===== config.mk =====
export PLATFORM = sky130hd
export DESIGN_NAME = vga_sync_gen
export DESIGN_NICKNAME = d
export VERILOG_FILES = /design/src/rtl/vga_pkg.sv /design/src/rtl/vga_test_pattern.sv /design/src/rtl/vga_sync_gen.sv
export SDC_FILE = /design/constraint.sdc
export NUM_CORES = 1
export LEC_CHECK = 0
export ABC_CLOCK_PERIOD_IN_PS = 2100
export CORE_ASPECT_RATIO = 0.6
export CORE_MARGIN = 2
export CORE_UTILIZATION = 30
export DETAILED_ROUTE_END_ITERATION = 7
export PLACE_DENSITY_LB_ADDON = 0.2
export SYNTH_ARGS = -nofsm -noshare
export SYNTH_HDL_FRONTEND = slang
export SYNTH_SLANG_ARGS = --single-unit
export TNS_END_PERCENT = 30

===== constraint.sdc =====
create_clock -name CLK25MHZ -period 2.1 [get_ports CLK25MHZ]
set_clock_uncertainty 0.15 [all_clocks]
set_input_delay 0.63 -clock CLK25MHZ [delete_from_list [all_inputs] [get_ports CLK25MHZ]]
set_output_delay 0.63 -clock CLK25MHZ [all_outputs]
set_load 0.005 [all_outputs]

===== src/rtl/vga_pkg.sv =====
// Shared timing defaults, counter width and colour type for the VGA sync generator.
package vga_pkg;

  localparam int CNT_W = 10;

  localparam int DEF_H_ACTIVE = 640;
  localparam int DEF_H_FP     = 16;
  localparam int DEF_H_SYNC   = 96;
  localparam int DEF_H_BP     = 48;
  localparam int DEF_V_ACTIVE = 480;
  localparam int DEF_V_FP     = 10;
  localparam int DEF_V_SYNC   = 2;
  localparam int DEF_V_BP     = 33;

  localparam int H_TOTAL = DEF_H_ACTIVE + DEF_H_FP + DEF_H_SYNC + DEF_H_BP;
  localparam int V_TOTAL = DEF_V_ACTIVE + DEF_V_FP + DEF_V_SYNC + DEF_V_BP;

  typedef struct packed {
    logic [3:0] r;
    logic [3:0] g;
    logic [3:0] b;
  } rgb12_t;

endpackage


===== src/rtl/vga_test_pattern.sv =====
// Eight vertical colour bars, 80 pixels wide, selected purely from the horizontal count.
module vga_test_pattern
  import vga_pkg::*;
(
  input  logic [CNT_W-1:0] i_pix_x,
  output rgb12_t           o_rgb
);

  logic [2:0] w_bar;

  // Bars run white, yellow, cyan, green, magenta, red, blue, black: each
  // channel is a single inverted bit of the bar index.
  assign w_bar   = 3'(i_pix_x / CNT_W'(80));
  assign o_rgb.r = {4{~w_bar[1]}};
  assign o_rgb.g = {4{~w_bar[2]}};
  assign o_rgb.b = {4{~w_bar[0]}};

endmodule


===== src/rtl/vga_sync_gen.sv =====
// VGA timing generator: stage-0 counters, stage-1 sync/de, stage-2 pins (2-cycle latency).
// Define VGA_SYNC_TEST_PATTERN_EN to replace rgb_in with an internal colour-bar pattern.
module vga_sync_gen
  import vga_pkg::*;
#(
  parameter int H_ACTIVE = DEF_H_ACTIVE,
  parameter int H_FP     = DEF_H_FP,
  parameter int H_SYNC   = DEF_H_SYNC,
  parameter int H_BP     = DEF_H_BP,
  parameter int V_ACTIVE = DEF_V_ACTIVE,
  parameter int V_FP     = DEF_V_FP,
  parameter int V_SYNC   = DEF_V_SYNC,
  parameter int V_BP     = DEF_V_BP
) (
  input  logic             CLK25MHZ,
  input  logic             ck_rst,
  output logic [CNT_W-1:0] pix_x,
  output logic [CNT_W-1:0] pix_y,
  output logic             pix_de,
  output logic             frame_start,
  input  logic [11:0]      rgb_in,
  output logic [3:0]       vga_r,
  output logic [3:0]       vga_g,
  output logic [3:0]       vga_b,
  output logic             vga_hs,
  output logic             vga_vs
);

  localparam int LINE_LEN    = H_ACTIVE + H_FP + H_SYNC + H_BP;
  localparam int FRAME_LINES = V_ACTIVE + V_FP + V_SYNC + V_BP;

  localparam logic [CNT_W-1:0] H_LAST   = CNT_W'(LINE_LEN - 1);
  localparam logic [CNT_W-1:0] V_LAST   = CNT_W'(FRAME_LINES - 1);
  localparam logic [CNT_W-1:0] H_VIS    = CNT_W'(H_ACTIVE);
  localparam logic [CNT_W-1:0] V_VIS    = CNT_W'(V_ACTIVE);
  localparam logic [CNT_W-1:0] HS_FIRST = CNT_W'(H_ACTIVE + H_FP);
  localparam logic [CNT_W-1:0] HS_LAST  = CNT_W'(H_ACTIVE + H_FP + H_SYNC - 1);
  localparam logic [CNT_W-1:0] VS_FIRST = CNT_W'(V_ACTIVE + V_FP);
  localparam logic [CNT_W-1:0] VS_LAST  = CNT_W'(V_ACTIVE + V_FP + V_SYNC - 1);

  logic             r_started;
  logic [CNT_W-1:0] r_h;
  logic [CNT_W-1:0] r_v;
  logic             r_de0;
  logic             r_fs0;
  logic             r_de1;
  logic             r_hs1;
  logic             r_vs1;
  logic [CNT_W-1:0] w_h_next;
  logic [CNT_W-1:0] w_v_next;
  rgb12_t           w_col;

  // The first cycle out of reset holds the counters at 0 so that stage 0
  // presents (0,0) together with frame_start.
  always_comb begin
    w_h_next = '0;
    w_v_next = '0;
    if (r_started) begin
      if (r_h == H_LAST) begin
        w_h_next = '0;
        w_v_next = (r_v == V_LAST) ? '0 : r_v + CNT_W'(1);
      end else begin
        w_h_next = r_h + CNT_W'(1);
        w_v_next = r_v;
      end
    end
  end

  always_ff @(posedge CLK25MHZ) begin
    if (ck_rst) begin
      r_started <= 1'b0;
      r_h       <= '0;
      r_v       <= '0;
      r_de0     <= 1'b0;
      r_fs0     <= 1'b0;
    end else begin
      r_started <= 1'b1;
      r_h       <= w_h_next;
      r_v       <= w_v_next;
      r_de0     <= (w_h_next < H_VIS) && (w_v_next < V_VIS);
      r_fs0     <= (w_h_next == '0) && (w_v_next == '0);
    end
  end

  assign pix_x       = r_h;
  assign pix_y       = r_v;
  assign pix_de      = r_de0;
  assign frame_start = r_fs0;

  always_ff @(posedge CLK25MHZ) begin
    if (ck_rst) begin
      r_de1 <= 1'b0;
      r_hs1 <= 1'b0;
      r_vs1 <= 1'b0;
    end else begin
      r_de1 <= r_de0;
      r_hs1 <= (r_h >= HS_FIRST) && (r_h <= HS_LAST);
      r_vs1 <= (r_v >= VS_FIRST) && (r_v <= VS_LAST);
    end
  end

`ifdef VGA_SYNC_TEST_PATTERN_EN
  rgb12_t w_pat;
  rgb12_t r_pat1;

  vga_test_pattern u_pattern (
    .i_pix_x (r_h),
    .o_rgb   (w_pat)
  );

  // Registered into stage 1 so the pattern lines up with the consumer's rgb_in slot.
  always_ff @(posedge CLK25MHZ) begin
    if (ck_rst) r_pat1 <= '0;
    else        r_pat1 <= w_pat;
  end

  assign w_col = r_pat1;
`else
  assign w_col = rgb_in;
`endif

  always_ff @(posedge CLK25MHZ) begin
    if (ck_rst) begin
      vga_hs <= 1'b1;
      vga_vs <= 1'b1;
      vga_r  <= '0;
      vga_g  <= '0;
      vga_b  <= '0;
    end else begin
      vga_hs <= ~r_hs1;
      vga_vs <= ~r_vs1;
      vga_r  <= r_de1 ? w_col.r : 4'h0;
      vga_g  <= r_de1 ? w_col.g : 4'h0;
      vga_b  <= r_de1 ? w_col.b : 4'h0;
    end
  end

endmodule


==> results of run 1 <==
where the power goes:
group | internal [mW] | switching, mW | total (mW)
Clock | 0.358 | 0.296 | 0.654
Combinational | 0.0522 | 0.0298 | 0.0820
Sequential | 0.769 | 0.00526 | 0.774
area by class of cell:
class	count	area, µm²
fill	604	3236
tap	84	105.1
multi-input combinational	150	1002
inverter	9	33.78
clock inverter	3	46.29
clock buffer	5	68.82
sequential	40	824.5
timing repair buffer	83	767.0
worst max path at each step:
stage                  end  depth (start not counted)  slack, ps  startpoint
4_1_cts           pix_x[5]                          2          5    pix_x[5]
5_1_grt        frame_start                          8        -20    pix_x[1]
3_5_place_dp         r_vs1                          3       -110      ck_rst
3_3_place_gp      vga_b[3]                          4        -40      ck_rst
2_1_floorplan       pix_de                          7         30    pix_x[1]
6_report          pix_x[1]                          2         40    pix_x[1]
through the flow:
step | power, mW | hold WS, ps | instances
final | 1.510 | 220.7 | 374
after global placement | 0.8764 | 199.8 | 366
after CTS | 1.536 | 225.2 | 374
after global routing | 1.582 | 241.3 | 374
after detailed placement | 0.8756 | 206.0 | 366
after floorplan | 0.8183 | 193.4 | 208
layout by cell type, fill, tap and decap left out, types with 2 or more instances in the layout:
cell              n
clkbuf_8          5
and2_1           12
nor2_1           25
a211oi_1          2
a31oi_1           3
o31ai_1           3
nand3_1           4
o211ai_1          2
nor4_1            3
nand4_1           7
inv_1             9
clkdlybuf4s50_1  45
buf_6             3
and4_1            4
a21oi_1           5
nor2b_1           3
nand2b_1          2
buf_4            31
nor3_1            5
dfxtp_1          23
and3_1            5
xor2_1            9
ha_1              4
nand2_1          17
dfxtp_2          16
o21ai_0           3
dlymetal6s2s_1    4
a22oi_1           2
xnor2_1          12
routing by layer:
metal	GRT usage, %	vias to the layer above	share of wire [%]
met1	24.00	746	58
met4	3.947	0	0.76
met3	3.968	4	6.2
met2	17.74	44	35
met5	0	-	0
li1	-	881	-
sequential cells by signal, summed over array words and instances, names as in the netlist:
| name | count |
|---|---|
| vga_b | 4 |
| pix_y | 10 |
| pix_x | 10 |
| vga_vs | 1 |
| vga_g | 4 |
| r_hs1 | 1 |
| r_vs1 | 1 |
| pix_de | 1 |
| vga_r | 4 |
| vga_hs | 1 |
| frame_start | 1 |
| r_de1 | 1 |
| r_started | 1 |
kinds of logic (layout without fill, tap and decap cells):
family                     after synthesis  count (layout)  synth area share, %
AOI/OAI and AO/OA                       25              25                9.224
xor gates and xnor gates                21              21                9.826
adders and majority gates                5               5                3.342
buffers and inverters                   18             100                4.211
DFF                                     40              40                42.78
and+or+nand+nor                         99              99                30.61
repair_timing:
action,in CTS,in global routing
buffers inserted,0,0
endpoints found under the hold margin,0,0
setup endpoints to repair,9,14
cloned,0,0
pin swaps,0,1
gates resized for setup,9,17
worst reg2reg max path: cells and delay by family (launching register included):
family | cells | cell delay [ps]
compound gates | 4 | 560
fa+ha+maj | 1 | 180
buf+inv | 1 | 170
flops | 1 | 340
simple gates | 2 | 530
==> results.ini, run 1 <==
[cells_and_area]
drive_gt1_share_pct=24.48
design_area_um2=2848
postLayoutCoreUtil_pct=46.81
antenna_cells=0
areaGrowthSynthToFinish_pct=52.14
nets=308

[clocking]
clkLatencyLatePin_ps=300
cts_tree=done
numCtsBuffers=5
clock_sinks=40
cts_hold_buf=0
root_buffer=clkbuf_8
path_clk_slew_ps=80
cts.path.max_buffers=2
h-tree-depth=2

[critical_path]
r2r-end=frame_start
critPathMaxFanout=6
rr_worst_depth=8
r2r-start=pix_x[1]
critPathRequiredTime_ps=1320
arrival_ps=1280
slowest_delay_ps=500
path_delay_family=buffers and inverters
cp_slowest_cell=clkdlybuf4s50_1
cp-start-kind=flop
crit_type=reg2out
path_buf_inv=2
r2r_slack_ps=100
endpoint_kind=output port
crit_chain=buf_4, clkdlybuf4s50_1

[logic_synthesis]
synth_flop_cell=dfxtp_1
ys_top_cells_by_count=40 x dfxtp_1, 26 x nor2_1, 17 x nand2_1
syn_avg_cell_area_um2=8.999
synth_most_common_cell=dfxtp_1
seq_area_frac_synth_pct=42.78
synth_cells=208
synth-async-reset-ratio_pct=0
synth_top_cell_area_share_pct=42.78
synth_nets=227
synth-edff-count=0
ys_top_cells_by_area=dfxtp_1 43%, xnor2_1 5.6%, nor2_1 5.2%, xor2_1 4.2%, and2_1 4.0%
ys_types=41
mappedNetlistArea_um2=1872
synth_area_leader_cell=dfxtp_1
ys_ff_latch=40
ys_warn_count=0

[detailed_routing]
ant_nets=0
drc=0
postRouteWirelength_um=4762
drt_iter0_drc=60
vias=1675
wl_per_cell_um=12.73
vias_per_cell=4.479
drt_first_pass_iters=4

[grt]
antenna_found_initial=0
grt_pass1_wl_um=7852
grt_max_degree=15
grt_usage_pct=14.68
grt_pass1_vias=1535
grt_overflow=0

[power_and_ir_drop]
worst_ir_drop_vdd_uv=258.9
p_per_area_nw_per_um2=530.2
power.leakage_nw=1.157

[timing]
post-route-period-util_pct=97.90
fin_setup_tns_ps=0
finalHoldViolCount=0
max_slew_margin_pct=62.82
setup_viol=0
report.final.slew_viol_count=0
timing.final.ws_setup_ps=44.02
rsz0062_at_grt=true
tightest_slew_ps=556.5
fmax_mhz=486.4
fin_crit_ps=2056

[die]
dieHeight_um=65.19
core_region_area_um2=6083
initial_core_util_pct=30.77
placementRows=22
dieArea_um2=6908
die_w_um=106.0
ioPinCount=50

[run]
drv_cap=0

[worst_hold_path]
hold_path_end=vga_hs
min_path_type=reg2reg
min_from=r_hs1
whs_path_depth=1

[placement]
place_area_um2=2685
place_ws_ps=-112.9
gp_congestion=0.8336
dp_hpwl_um=3690
portBuffers=49

[outcome]
status=finished, final reports clean

Power figures use the tool's default switching activity.
==> run 2: changes to the inputs <==
Settings changed: CAP_MARGIN from default to 20.
==> results of run 2 <==
No change in the layout: final DEF, timing and power equal those of run 1.
